File: src/rtl/seq_divider_64.sv
// seq_divider_64: iterative restoring divider, 2*WIDTH-bit dividend by WIDTH-bit divisor
//
// Ports:
//   clk        rising-edge clock
//   rst_n      asynchronous active-low reset
//   start      request, sampled only while busy==0
//   dividend   2*WIDTH-bit numerator, captured on the accepting edge
//   divisor    WIDTH-bit denominator, captured on the accepting edge
//   busy       iteration (or error cycle) in progress
//   done       one-cycle pulse, results valid from this cycle
//   quotient   registered quotient, held until the next done
//   remainder  registered remainder, held until the next done
//   dbz        divide-by-zero flag, valid with done
//   ovf        quotient-overflow flag, valid with done
module seq_divider_64 #(
    parameter int WIDTH = 32
) (
    input  logic                 clk,
    input  logic                 rst_n,
    input  logic                 start,
    input  logic [2*WIDTH-1:0]   dividend,
    input  logic [WIDTH-1:0]     divisor,
    output logic                 busy,
    output logic                 done,
    output logic [WIDTH-1:0]     quotient,
    output logic [WIDTH-1:0]     remainder,
    output logic                 dbz,
    output logic                 ovf
);
    localparam int CW = $clog2(WIDTH);
    localparam logic [1:0] S_IDLE = 2'd0;
    localparam logic [1:0] S_RUN  = 2'd1;
    localparam logic [1:0] S_ERR  = 2'd2;
    localparam logic [CW-1:0] LAST = CW'(WIDTH - 1);
    logic [1:0]       r_state;
    logic [WIDTH:0]   r_rem;
    logic [WIDTH-1:0] r_quo;
    logic [WIDTH-1:0] r_div;
    logic [CW-1:0]    r_cnt;
    logic [WIDTH:0]   w_sh;
    logic             w_ge;
    logic [WIDTH:0]   w_nrem;
    logic [WIDTH-1:0] w_nquo;
    // Partial remainder stays below the divisor, so after the shift it fits W+1 bits.
    always_comb begin
        w_sh   = {r_rem[WIDTH-1:0], r_quo[WIDTH-1]};
        w_ge   = w_sh >= {1'b0, r_div};
        w_nrem = w_ge ? w_sh - {1'b0, r_div} : w_sh;
        w_nquo = {r_quo[WIDTH-2:0], w_ge};
    end
    assign busy = r_state != S_IDLE;
    // While in ERR, r_quo still holds dividend[W-1:0], which is the reported remainder.
    always_ff @(posedge clk or negedge rst_n) begin
        if (!rst_n) begin
            r_state   <= S_IDLE;
            r_rem     <= '0;
            r_quo     <= '0;
            r_div     <= '0;
            r_cnt     <= '0;
            done      <= 1'b0;
            quotient  <= '0;
            remainder <= '0;
            dbz       <= 1'b0;
            ovf       <= 1'b0;
        end else begin
            done <= 1'b0;
            dbz  <= 1'b0;
            ovf  <= 1'b0;
            if (r_state == S_IDLE) begin
                if (start) begin
                    r_div   <= divisor;
                    r_rem   <= {1'b0, dividend[2*WIDTH-1:WIDTH]};
                    r_quo   <= dividend[WIDTH-1:0];
                    r_cnt   <= '0;
                    r_state <= (divisor == '0 || dividend[2*WIDTH-1:WIDTH] >= divisor) ? S_ERR : S_RUN;
                end
            end else if (r_state == S_RUN) begin
                r_rem <= w_nrem;
                r_quo <= w_nquo;
                r_cnt <= r_cnt + 1'b1;
                if (r_cnt == LAST) begin
                    quotient  <= w_nquo;
                    remainder <= w_nrem[WIDTH-1:0];
                    done      <= 1'b1;
                    r_state   <= S_IDLE;
                end
            end else begin
                quotient  <= '1;
                remainder <= r_quo;
                dbz       <= r_div == '0;
                ovf       <= r_div != '0;
                done      <= 1'b1;
                r_state   <= S_IDLE;
            end
        end
    end
endmodule
File: config.mk
export PLATFORM = sky130hd
export DESIGN_NAME = seq_divider_64
export DESIGN_NICKNAME = d
export VERILOG_FILES = /design/src/rtl/seq_divider_64.sv
export SDC_FILE = /design/constraint.sdc
export NUM_CORES = 1
export LEC_CHECK = 0
export BUFFER_PORTS_ARGS = -buffer_cell sky130_fd_sc_hd__buf_2
export CORE_UTILIZATION = 45
export CTS_BUF_LIST = sky130_fd_sc_hd__clkbuf_2
export CTS_CLUSTER_SIZE = 24
export DETAILED_ROUTE_END_ITERATION = 7
export PLACE_DENSITY = 0.7
export SLEW_MARGIN = 40
export SYNTH_ARGS = -nofsm -noshare
export SYNTH_HDL_FRONTEND = slang
export SYNTH_SLANG_ARGS = --single-unit
File: constraint.sdc
create_clock -name clk -period 6.28 [get_ports clk]
set_clock_uncertainty 0.1 [all_clocks]
set_input_delay 0.628 -clock clk [delete_from_list [all_inputs] [get_ports clk]]
set_output_delay 0.628 -clock clk [all_outputs]
set_load 0.01 [all_outputs]
# --- Word-level counts from Yosys, hierarchy flattened ---
# Cells that the tools add are included.
classes:
  add_sub_neg: 2
  mul: 0
  n_div: 0
  order_cmp: 2
  n_eq_ne: 5
  shifts: 0
  mux: 26
  bitwise_logic: 1
  n_reduce_logical: 11
op_table:
  columns: ["cell", "count"]
  rows:
  - ["32-bit 2-to-1 mux", 11]
  - ["32-bit logical NOT", 2]
  - ["33-bit by 32-bit >= comparator with 1-bit output", 1]
  - ["32-bit >= comparator", 1]
  - ["32-bit nonzero test", 1]
  - ["32-bit subtractor", 1]
  - ["5-bit 2-to-1 mux", 3]
  - ["2-bit 2-to-1 mux", 5]
  - ["2-bit AND reduction", 4]
  - ["1-bit 2-to-1 mux", 7]
  - ["5-bit by 1-bit adder with 5-bit output (second input constant)", 1]
  - ["5-bit == test (second input constant)", 1]
  - ["2-bit nonzero test", 2]
  - ["3-bit by 2-bit inequality test with 1-bit output (second input constant)", 1]
  - ["2-bit by 1-bit == test with 1-bit output (second input constant)", 1]
  - ["2-bit logical NOT", 1]
  - ["2-bit by 1-bit inequality test with 1-bit output (second input constant)", 1]
  - ["2-bit inequality test (second input constant)", 1]
  - ["1-bit logical OR", 1]
  - ["1-bit NOT", 1]
totals:
  regBits: 170
  latch_bits: 0
  mem_bits_rw: 0
  romBits: 0
  in_bits: 99
  out_inout_bits: 68
  wordCells: 57
  memories: 0

# --- Longest topological paths before layout ---
depth:
  depth_word: 5
  mapped_depth: 13
  mapped_depth_nobuf: 13

# --- Worst setup path after synthesis ---
# OpenSTA, ideal clock, no wires.
synth_timing:
  kind: "register -> register"
  startpoint: "register r_rem[12]"
  endpoint: "register r_rem[10]"
  setup_time_ns: 0.137
  arrival_time_ns: 2.565
  required_ns: 6.043
  path_slack_ns: 3.478
  path_stages_with_launch: 13
  n_path_buf: 2
  period_less_slack_ns: 2.802
  path_cell_list: "dfrtp_1 -> ha_1 -> buf_2 -> and4_1 -> nand2_1 -> a2bb2oi_1 -> and3_4 -> a221oi_4 -> nor2_2 -> o31ai_4 -> buf_6 -> mux2i_1 -> a21oi_1"
synth_via:
  elab_chain_cells: 4
synth_rtl:
  columns: ["element", "line", "text"]
  rows:
  - ["start, declared", "36", "logic [WIDTH:0] r_rem;"]
  - ["start signal, assigned", "72", "r_rem <= {1'b0, dividend[2*WIDTH-1:WIDTH]};"]
  - ["start signal, assigned", "78", "r_rem <= w_nrem;"]
  - ["33-bit by 32-bit >= comparator with 1-bit output", "47", "w_ge = w_sh >= {1'b0, r_div};"]
  - ["32-bit 2-to-1 mux", "48", "w_nrem = w_ge ? w_sh - {1'b0, r_div} : w_sh;"]
  - ["32-bit 2-to-1 mux", "77", "end else if (r_state == S_RUN) begin"]
  - ["32-bit 2-to-1 mux", "69", "if (r_state == S_IDLE) begin"]
# Every way passes these cells. The select of a mux whose other input is x is not followed.
# A chain may end at the register's enable or synchronous reset.

# --- Worst setup path in the final report ---
layout_timing:
  startpoint: "register r_div[13]"
  endpoint: "register r_rem[14]"
layout_via:
  elab_chain_cells: 4
  elab_cells_between_ends: 5
  cone_classes: "add/sub: 1; order compare: 1; mux: 3"
layout_rtl:
  columns: ["element", "line", "text"]
  rows:
  - ["start, declared", "38", "logic [WIDTH-1:0] r_div;"]
  - ["start signal, assigned", "71", "r_div <= divisor;"]
  - ["32-bit subtractor / 33-bit by 32-bit >= comparator with 1-bit output (equally long branches)", "48, 47", null]
  - ["32-bit 2-to-1 mux *", "48", null]
  - ["32-bit 2-to-1 mux *", "77", null]
  - ["32-bit 2-to-1 mux *", "69", null]
# Mark *: on every way between the ends. The rest lies on a longest branch, timed or not. The select of a mux whose other input is x is not followed.

==> metrics.yaml <==
grt:
  grt.met1_usage: 0.386
  gr-usage-met2: 0.398
  grt_pass1_wl_um: 45900
  antenna_found_initial: 1
  grt_pass1_vias: 8534
  grt_overflow: 0
  grt_max_degree: 99
  grt_most_used_layer: "met2"
  gr-usage-all-layers: 0.267
  globalRouteMet3Util: 0.0543
placed_design:
  hpwl_um: 21700
  place_area_um2: 10900
  pre_cts_ws_ps: 2370
  io_buffers: 166
  globalplace.congestion: 0.968
sta:
  finalSetupTns_ps: 0
  period_needed_ps: 4010
  slew_headroom: 0.540
  hold_viol: 0
  rsz0062_at_grt: "false"
  worst_pin_slew_ps: 684
  slew_viol_final: 0
  fin_crit_sh: 0.639
  finalSetupViolations: 0
  max_freq_mhz: 249
  finalWorstSetupSlack_ps: 2270
yosys:
  synth_edf_count: 0
  syn-num-nets: 1265
  synth.area.mux_share: 0.0317
  yosys.area.top_type: "dfrtp_1"
  synth_warnings: 0
  synth_top_family_by_area: "compound AO/OA/AOI/OAI gates"
  synth_simple_gate_area_frac: 0.146
  syn_area_per_cell_um2: 8.98
  ys_seq_elements: 170
  synth_seq_area_share: 0.431
  synth-compound-area-share: 0.225
  yosysTopAreaCellShare: 0.431
  async_flop_share: 1.00
  synth_area_leaders: "dfrtp_1 (43%), ha_1 (8.4%), nand2_1 (5.1%), a21oi_1 (4.4%), o21ai_0 (3.9%)"
  synthAdderAreaFrac: 0.0857
  netlist_instances: 1099
  ys_types: 59
  ys.flop_type: "dfrtp_1"
  syn_area_um2: 9860
  synthXorXnorAreaFrac: 0.0249
hold_path:
  min_path_type: "input port to flop"
routing:
  antenna_left: 0
  dr.pass1.iters: 7
  num_vias: 9031
  drc: 0
  wl_per_cell_um: 18.7
  drt_iter0_drc: 707
  wirelength_um: 29500
  viasPerCell: 5.72
worst_setup_path:
  cp-start-kind: "flop"
  crit_type: "flop to flop"
  end_kind: "flop"
  required_ps: 6860
  arrival_ps: 4590
  crit_fanout: 22
power_and_ir_drop:
  vdd_drop_max_v: 0.000288
  leakage_nw: 5.45
  power_mw: 6.82
  p_per_area_nw_per_um2: 581
  pwr-share-clk: 0.088
  p_sw_frac: 0.510
  share_comb_of_total_power: 0.619
  seqPwrFrac: 0.292
  p_sw_mw: 3.48
  cell_internal_pwr_mw: 3.34
clock_tree:
  cts_setup_buffers: 0
  clkTransAtPathRegs_ps: 280
  ctsHtreeMaxLevel: 4
  clk_path_buf_depth: 2
  cts_root_buf: "clkbuf_2"
  cts_buffers: 17
  clock_latency_ps: 760
  cts.sinks: 170
  cts_tree: "yes"
floorplan:
  dieArea_um2: 22500
  fp.dieH_um: 150
  io-pin-count: 167
  rows: 53
  core-area_um2: 21300
  start_util: 0.463
  die_w_um: 150
final_layout:
  drive_gt1_frac: 0.170
  final_util: 0.551
  layout.nets: 1457
  area.growth.synth_to_final_pct: 19.0
  stdcell_area_um2: 11700
  fillCellCount: 1956
flow_run:
  max_cap_viol_count: 0
run_status:
  status: "complete, no violations"
metal layers:
layer / share of wire / vias to the layer above
met5: 0 / -
met4: 0.023 / 0
met3: 0.076 / 39
met2: 0.43 / 328
met1: 0.47 / 4321
li1: - / 4343
flip-flops by register name, summed over array words and instances, names as in the netlist:
signal	flops
r_rem	32
done	1
r_state	2
dbz	1
r_div	32
quotient	32
remainder	32
r_quo	32
r_cnt	5
ovf	1
worst max-delay path: stages, from the launching register on:
cell       delay, ps
dfrtp_1          440
inv_1             50
ha_1             420
and4_1           300
nand2_1           70
a2bb2oi_1        150
and3_4           180
a221oi_4         340
nor2_2           120
o31ai_4          630
buf_4            490
mux2i_1          490
a21oi_1          130
synthesized netlist by cell type (2+ instances only):
library cell	count
nand4_1	18
xor2_1	12
o31a_1	2
clkbuf_1	52
and3_1	3
inv_1	76
o21ai_0	76
o21a_1	3
a41oi_1	2
o211ai_1	6
nor3_1	12
nand3_1	16
ha_1	66
nand2_1	133
a21oi_1	87
nor4_1	19
o21ai_1	27
a21o_1	24
buf_6	3
a211o_1	2
dfrtp_1	170
nand2b_1	3
o21bai_1	6
a22oi_1	21
a31oi_1	38
xnor2_1	16
buf_1	4
nor2b_1	5
mux2i_1	29
buf_2	3
and2_1	8
and4_1	3
or3_1	24
o22ai_1	16
nor2_1	58
a21boi_1	2
nand4b_1	2
o22a_1	31
power by group through the flow:
stage	combinational, mW	sequential [mW]	clock (mW)
final	4.23	2.00	0.603
after global routing	4.64	2.04	0.654
after CTS	4.18	1.98	0.611
after detailed placement	4.14	2.01	0
after global placement	4.08	2.00	0
after floorplan	3.07	1.89	0
logic make-up (layout without fill, tap and decap cells):
logic type / after synthesis / count (layout)
AO/OA/AOI/OAI: 356 / 356
AND/OR/NAND/NOR: 308 / 308
flip-flops: 170 / 170
buffers and inverters: 139 / 343
adder cells (fa/ha/maj): 67 / 67
multiplexers: 31 / 31
XOR/XNOR: 28 / 28
other: 0 / 1
stage by stage:
step / hold slack [ps] / instances
after floorplan: 232 / 1099
after global placement: 371 / 1489
after detailed placement: 389 / 1489
after CTS: 2.40 / 1572
after global routing: 4.67 / 1579
final: 53.4 / 1579
worst paths after layout:
path                              from          to  slack [ps]  cells past startpoint
max                          r_div[13]   r_rem[14]        2270                     12
min in group asynchronous        rst_n    r_quo[6]         190                      2
max reg2reg                  r_div[13]   r_rem[14]        2270                     12
min reg2reg                   r_cnt[3]    r_cnt[3]         420                      1
min                        divisor[25]   r_div[25]          50                      3
max in group asynchronous        rst_n  r_state[1]        4860                      3
layout make-up:
type	count	area [um^2]	area share
clock inverter	14	154	0.0131
clock buffer	17	85.1	0.00725
sequential	170	4260	0.363
tap	275	344	0.0293
antenna	1	2.50	0.000213
multi-input combinational	790	5080	0.433
timing repair buffer	235	1530	0.130
inverter	77	289	0.0246
cells in the final DEF (no fill, tap or decap), types with 3 or more instances in the layout:
cell,synthesis,final
inv_1,76,75
nor2_2,1,3
dfrtp_1,170,169
ha_1,66,66
nand2b_1,3,3
o22ai_1,16,16
nand2_1,133,131
clkinvlp_4,0,4
buf_2,3,165
xor2_1,12,12
a21o_1,24,24
o21ai_1,27,28
mux2i_1,29,29
o211ai_1,6,6
a21oi_1,87,86
o21ai_0,76,75
xnor2_1,16,16
a31oi_1,38,38
or3_1,24,24
inv_8,0,3
buf_4,0,10
nor3_1,12,12
and4_1,3,3
o22a_1,31,31
nor2_1,58,56
dlygate4sd3_1,0,57
and2_1,8,8
a22oi_1,21,21
o21bai_1,6,6
nor2b_1,5,4
nand4_1,18,18
nor4_1,19,19
inv_6,0,5
and3_1,3,3
nand3_1,16,16
clkbuf_2,0,17
o21a_1,3,3
repair_timing:
action,4_1_cts,5_1_grt
endpoints found under the hold margin,148,5
gates resized for setup,0,0
hold buffers,52,5
(Power assumes the default switching activity.)
